$ cat src/rtl/vliw_issue_ctrl.sv
// Two-slot VLIW issue controller: accepts R/S bundles, tracks load-use hazards,
// sequences memory waits with timeout, control-flow flushes and exceptions.
module vliw_issue_ctrl #(
  parameter int unsigned MEM_TIMEOUT = 16
) (
  input  logic        clk,
  input  logic        rst,
  input  logic        start,
  input  logic        exc_clear,
  input  logic        bundle_valid,
  input  logic [4:0]  R_opcode,
  input  logic [4:0]  S_opcode,
  input  logic [4:0]  R_rs1,
  input  logic [4:0]  R_rs2,
  input  logic [4:0]  S_rd,
  input  logic        branch_taken,
  input  logic        mem_ack,
  output logic        bundle_ready,
  output logic        issue_R,
  output logic        issue_S,
  output logic        PC_Write,
  output logic        mem_req,
  output logic        mem_we,
  output logic        flush,
  output logic        stall,
  output logic        exception,
  output logic [15:0] issue_count
);

  localparam logic [4:0] OP_ADD    = 5'b00011;
  localparam logic [4:0] OP_SUB    = 5'b01000;
  localparam logic [4:0] OP_LOAD   = 5'b01010;
  localparam logic [4:0] OP_STORE  = 5'b01011;
  localparam logic [4:0] OP_JUMP   = 5'b11100;
  localparam logic [4:0] OP_BRANCH = 5'b11010;
  localparam logic [4:0] TMO_LAST  = 5'(MEM_TIMEOUT - 1);

  typedef enum logic [2:0] {
    ST_IDLE     = 3'd0,
    ST_ISSUE    = 3'd1,
    ST_MEM_WAIT = 3'd2,
    ST_FLUSH    = 3'd3,
    ST_EXC      = 3'd4
  } state_t;

  state_t      state_r;
  state_t      state_nxt_s;
  logic        load_pend_r;
  logic [4:0]  load_rd_r;
  logic [4:0]  tmo_cnt_r;
  logic [15:0] issue_count_r;
  logic        issue_r_r, issue_s_r, pc_write_r;
  logic        mem_req_r, mem_we_r, flush_r, exception_r;

  logic r_legal_s, s_legal_s, legal_s;
  logic is_load_s, is_store_s, is_jump_s, is_branch_s;
  logic hazard_s, ready_s, accept_s, tmo_last_s;

  // Bundle decode, hazard detection and handshake
  always_comb begin
    r_legal_s   = (R_opcode == OP_ADD) || (R_opcode == OP_SUB);
    is_load_s   = (S_opcode == OP_LOAD);
    is_store_s  = (S_opcode == OP_STORE);
    is_jump_s   = (S_opcode == OP_JUMP);
    is_branch_s = (S_opcode == OP_BRANCH);
    s_legal_s   = is_load_s || is_store_s || is_jump_s || is_branch_s;
    legal_s     = r_legal_s && s_legal_s;
    hazard_s    = (state_r == ST_ISSUE) && bundle_valid && load_pend_r &&
                  (load_rd_r != 5'd0) &&
                  ((load_rd_r == R_rs1) || (load_rd_r == R_rs2));
    ready_s     = (state_r == ST_ISSUE) && legal_s && !hazard_s;
    accept_s    = bundle_valid && ready_s;
    tmo_last_s  = (tmo_cnt_r == TMO_LAST);
  end

  // Next-state logic
  always_comb begin
    state_nxt_s = state_r;
    case (state_r)
      ST_IDLE: begin
        if (start) state_nxt_s = ST_ISSUE;
        else       state_nxt_s = ST_IDLE;
      end
      ST_ISSUE: begin
        if (bundle_valid && !legal_s)                 state_nxt_s = ST_EXC;
        else if (accept_s && (is_load_s || is_store_s)) state_nxt_s = ST_MEM_WAIT;
        else if (accept_s && (is_jump_s || (is_branch_s && branch_taken)))
                                                      state_nxt_s = ST_FLUSH;
        else                                          state_nxt_s = ST_ISSUE;
      end
      ST_MEM_WAIT: begin
        // An ack on the last allowed cycle still completes normally
        if (mem_ack)         state_nxt_s = ST_ISSUE;
        else if (tmo_last_s) state_nxt_s = ST_EXC;
        else                 state_nxt_s = ST_MEM_WAIT;
      end
      ST_FLUSH: state_nxt_s = ST_ISSUE;
      ST_EXC: begin
        if (exc_clear) state_nxt_s = ST_IDLE;
        else           state_nxt_s = ST_EXC;
      end
      default: state_nxt_s = ST_IDLE;
    endcase
  end

  // State, hazard tracker, timeout counter and issue counter
  always_ff @(posedge clk) begin
    if (rst) begin
      state_r       <= ST_IDLE;
      load_pend_r   <= 1'b0;
      load_rd_r     <= 5'd0;
      tmo_cnt_r     <= 5'd0;
      issue_count_r <= 16'd0;
    end else begin
      state_r <= state_nxt_s;
      if (accept_s) begin
        load_pend_r <= is_load_s;
        load_rd_r   <= S_rd;
      end else if (hazard_s || (state_r == ST_EXC)) begin
        load_pend_r <= 1'b0;
        load_rd_r   <= 5'd0;
      end else begin
        load_pend_r <= load_pend_r;
        load_rd_r   <= load_rd_r;
      end
      if ((state_r == ST_MEM_WAIT) && (state_nxt_s == ST_MEM_WAIT))
        tmo_cnt_r <= tmo_cnt_r + 5'd1;
      else
        tmo_cnt_r <= 5'd0;
      if (accept_s) issue_count_r <= issue_count_r + 16'd1;
      else          issue_count_r <= issue_count_r;
    end
  end

  // Registered pulse and status outputs derived from the upcoming state
  always_ff @(posedge clk) begin
    if (rst) begin
      issue_r_r   <= 1'b0;
      issue_s_r   <= 1'b0;
      pc_write_r  <= 1'b0;
      mem_req_r   <= 1'b0;
      mem_we_r    <= 1'b0;
      flush_r     <= 1'b0;
      exception_r <= 1'b0;
    end else begin
      issue_r_r   <= accept_s;
      issue_s_r   <= accept_s;
      pc_write_r  <= accept_s;
      mem_req_r   <= (state_nxt_s == ST_MEM_WAIT);
      mem_we_r    <= (state_nxt_s == ST_MEM_WAIT) && (accept_s ? is_store_s : mem_we_r);
      flush_r     <= (state_nxt_s == ST_FLUSH);
      exception_r <= (state_nxt_s == ST_EXC);
    end
  end

  assign bundle_ready = ready_s;
  assign stall        = hazard_s;
  assign issue_R      = issue_r_r;
  assign issue_S      = issue_s_r;
  assign PC_Write     = pc_write_r;
  assign mem_req      = mem_req_r;
  assign mem_we       = mem_we_r;
  assign flush        = flush_r;
  assign exception    = exception_r;
  assign issue_count  = issue_count_r;

endmodule

$ cat config.mk
export PLATFORM = sky130hd
export DESIGN_NAME = vliw_issue_ctrl
export DESIGN_NICKNAME = d
export VERILOG_FILES = /design/src/rtl/vliw_issue_ctrl.sv
export SDC_FILE = /design/constraint.sdc
export NUM_CORES = 1
export LEC_CHECK = 0
export ABC_AREA = 0
export CAP_MARGIN = 20
export CELL_PAD_IN_SITES_DETAIL_PLACEMENT = 0
export CELL_PAD_IN_SITES_GLOBAL_PLACEMENT = 1
export CORE_MARGIN = 1.5
export CORE_UTILIZATION = 30
export DETAILED_ROUTE_END_ITERATION = 16
export PLACE_DENSITY_LB_ADDON = 0.15
export SLEW_MARGIN = 20
export SYNTH_ARGS = -nofsm -noshare
export SYNTH_HDL_FRONTEND = slang
export SYNTH_SLANG_ARGS = --single-unit
$ cat constraint.sdc
create_clock -name clk -period 2.25 [get_ports clk]
set_input_delay 0.225 -clock clk [delete_from_list [all_inputs] [get_ports clk]]
set_output_delay 0.225 -clock clk [all_outputs]
set_load 0.005 [all_outputs]
==> run_results.csv <==
group,metric,value,unit
grt,gr-total-overflow,0,
yosys,async_flop_share,0,%
clock_network,postCtsHoldBufs,0,
final_layout,fin_nets,323,
sta,fmax,0.4664,GHz
drt,vias,1760,
yosys,avgSynthCellArea,8.734,sq um
critical_path,path_max_fanout,10,
final_layout,drive_above_1_share,19.38,%
clock_network,clock_path_buffers,2,
critical_path,criticalPathCategory,"register to register",
place,gp_congestion,0.7660,
critical_path,cpMostUsedCell,"buf_4",
drt,postRouteWirelength,4.583,mm
sta,finalHoldViolations,0,
clock_network,cts_tree,"built",
critical_path,r2r-end,"issue_count[9]",
place,pre_cts_ws,-146.5,ps
yosys,synthCells,204,
sta,worstMarginPinSlew,462.4,ps
grt,grt_max_degree,19,
drt,wl_per_cell,12.70,um
sta,slew_viol_final,0,
drt,via_per_inst,4.875,
final_layout,layout_commonest_cell,"clkdlybuf4s50_1",
job,max-cap-violations,0,
power,p_int,985.0,uW
power,powerDensity,466.0,nW/um^2
die,rows,27,
worst_hold_path,hold_depth,1,
yosys,synth-edff-count,0,
power,switchingPower,298.9,uW
yosys,synth_nets,239,
critical_path,timing.rr.start,"load_rd_r[2]",
place,hpwl,3.433,mm
grt,grt_pass1_wl,7.452,mm
final_layout,n_fill_cell,580,
sta,tns,0,ps
power,seqPwrFrac,48.6,%
drt,first_pass_iters,4,
final_layout,antenna_cells,0,
die,ios,57,
sta,max_slew_margin,68.74,%
critical_path,cp.arrival,2380,ps
worst_hold_path,hold_path_class,"register to register",
power,netSwitchingFraction,23.28,%
die,start_util,31.77,%
yosys,yosysSeqAreaShare,39.33,%
run_status,run_status,"finished clean",
clock_network,cts_buffers,5,
grt,antenna_found_initial,0,
final_layout,utilization,49.13,%
sta,finalCritPeriodShare,95.29,%
worst_hold_path,hold_path.startpoint,"tmo_cnt_r[0]",
die,die_x,80.07,um
clock_network,root_buffer,"clkbuf_8",
critical_path,r2r_cells,8,
power,clockPowerShare,40.2,%
clock_network,clk_pin_slew,70,ps
clock_network,cts_max_level,2,
worst_hold_path,whs_endpoint,"tmo_cnt_r[0]",
critical_path,slowest_delay,530,ps
power,p_comb_share,11.1,%
clock_network,clk_latency,300,ps
yosys,ys_types,41,
yosys,syn-cell-area,1782,sq um
yosys,synth-seq-cells,35,
grt,gr-usage-met1,19.21,%
die,dieHeight,80.07,um
grt,busiest_layer,"met2",
sta,fin_ws,105.9,ps
sta,finClkSkew,3.264,ps
critical_path,crit_required,2480,ps
clock_network,numClockSinks,35,
grt,use_met2,23.45,%
die,die_area,6410,sq um
sta,setup_viol,0,
sta,layout_min_cycle_time,2144,ps
final_layout,area_growth,54.63,%
critical_path,critical_path.cell_chain,"or4_4 > o21ai_4 > buf_6 > buf_4 > o2111ai_1 > buf_4 > or3_1 > a21oi_2",
drt,drc,0,
drt,drtAntennaViolNets,0,
final_layout,final_cell_mix,"54 x clkdlybuf4s50_1, 34 x dfxtp_1, 26 x buf_4",
grt,grt_usage,15.05,%
grt,gr-usage-met3,5.227,%
die,core,5608,sq um
sta,rsz0062_at_grt,"no",
place,port_buffers,56,
drt,drt_iter0_markers,50,
grt,grt_pass1_vias,1650,
critical_path,rrSetupSlack,110,ps
critical_path,worstSetupEndpointType,"register",
critical_path,start_kind,"register",
power,peakVddDrop,0.2475,mV
critical_path,cp_slowest_cell,"or4_4",
power,p_leak,0.001060,uW
yosys,yosys_warnings,0,
yosys,ys.flop_type,"dfxtp_1",
synthesized netlist by cell type (all sizes together) (3+ instances only):
| library cell | n | area (sq um) |
|---|---|---|
| ha | 3 | 37.54 |
| and3 | 5 | 31.28 |
| or3 | 9 | 56.30 |
| o21ai | 16 | 91.34 |
| nor2 | 23 | 86.33 |
| nand3 | 4 | 20.02 |
| o2111ai | 5 | 43.79 |
| dfxtp | 35 | 700.7 |
| buf | 3 | 26.27 |
| nand3b | 4 | 30.03 |
| inv | 6 | 22.52 |
| a21oi | 18 | 90.09 |
| or4 | 5 | 45.04 |
| nand2 | 10 | 37.54 |
| nand2b | 3 | 18.77 |
| nor3 | 7 | 40.04 |
| a22o | 6 | 52.55 |
| xor2 | 14 | 122.6 |
| or2 | 3 | 18.77 |
| clkbuf | 3 | 11.26 |
timing repair:
action,CTS,global route
gates resized for setup,5,10
buffers inserted,1,0
pin swaps,2,1
endpoints found under the setup margin,2,13
worst max-delay path, delay by kind of cell (launching register included):
| kind | cells | cell delay [ps] |
|---|---|---|
| simple gates | 2 | 890 |
| buf+inv | 3 | 430 |
| compound gates | 3 | 420 |
| flops | 1 | 350 |
routing by layer:
metal	vias to the layer above	wire length, um
li1	908	-
met1	806	2200
met2	40	2083
met3	6	230
met4	0	68
met5	-	0
stage by stage:
stage / hold WS, ps / instance area [sq um] / total power [uW] / cells
6_report: 454.9 / 2755 / 1284 / 361
5_1_grt: 491.1 / 2755 / 1340 / 361
4_1_cts: 458.0 / 2715 / 1297 / 361
3_5_place_dp: 442.6 / 2590 / 776.3 / 352
3_3_place_gp: 432.2 / 2590 / 777.6 / 352
2_1_floorplan: 350.7 / 1782 / 686.6 / 204
flip-flops by register name, summed over array words and instances (netlist names):
register	count
load_pend_r	1
mem_req	1
mem_we	1
issue_count	16
PC_Write	1
state_r	3
exception	1
flush	1
tmo_cnt_r	5
load_rd_r	5
power groups by stage:
stage	registers [uW]	clock network [uW]	logic (uW)
final	624	516	143
after global routing	624	561	155
after detailed placement	639	0	138
after floorplan	640	0	47.0
after CTS	624	532	141
after global placement	639	0	139
logic make-up (layout without fill, tap and decap cells):
logic type | Yosys count | after routing | share of synthesized area [%]
buf+inv | 12 | 97 | 3.370
simple gates | 83 | 83 | 26.05
fa+ha+maj | 3 | 3 | 2.107
compound gates | 55 | 55 | 21.28
xor+xnor | 16 | 16 | 7.865
flops | 35 | 35 | 39.33
how the worst max path moves through the flow:
stage                  from              end  slack [ps]  cells past startpoint
2_1_floorplan  load_rd_r[1]           mem_we          20                      6
3_3_place_gp       R_rs1[2]            stall        -150                      6
3_5_place_dp       R_rs1[2]            stall        -150                      6
4_1_cts        load_rd_r[3]            stall           7                      6
5_1_grt        load_rd_r[1]  issue_count[15]           6                      8
6_report       load_rd_r[2]   issue_count[9]         110                      8
layout make-up:
class | count | area (sq um) | area share (%)
Multi-Input combinational cell | 157 | 1072 | 38.92
Timing Repair Buffer | 83 | 768.2 | 27.88
Sequential cell | 35 | 701.9 | 25.48
Clock buffer | 8 | 100.1 | 3.633
Tap cell | 72 | 90.09 | 3.270
Inverter | 6 | 22.52 | 0.8174
(Power assumes the default switching activity.)
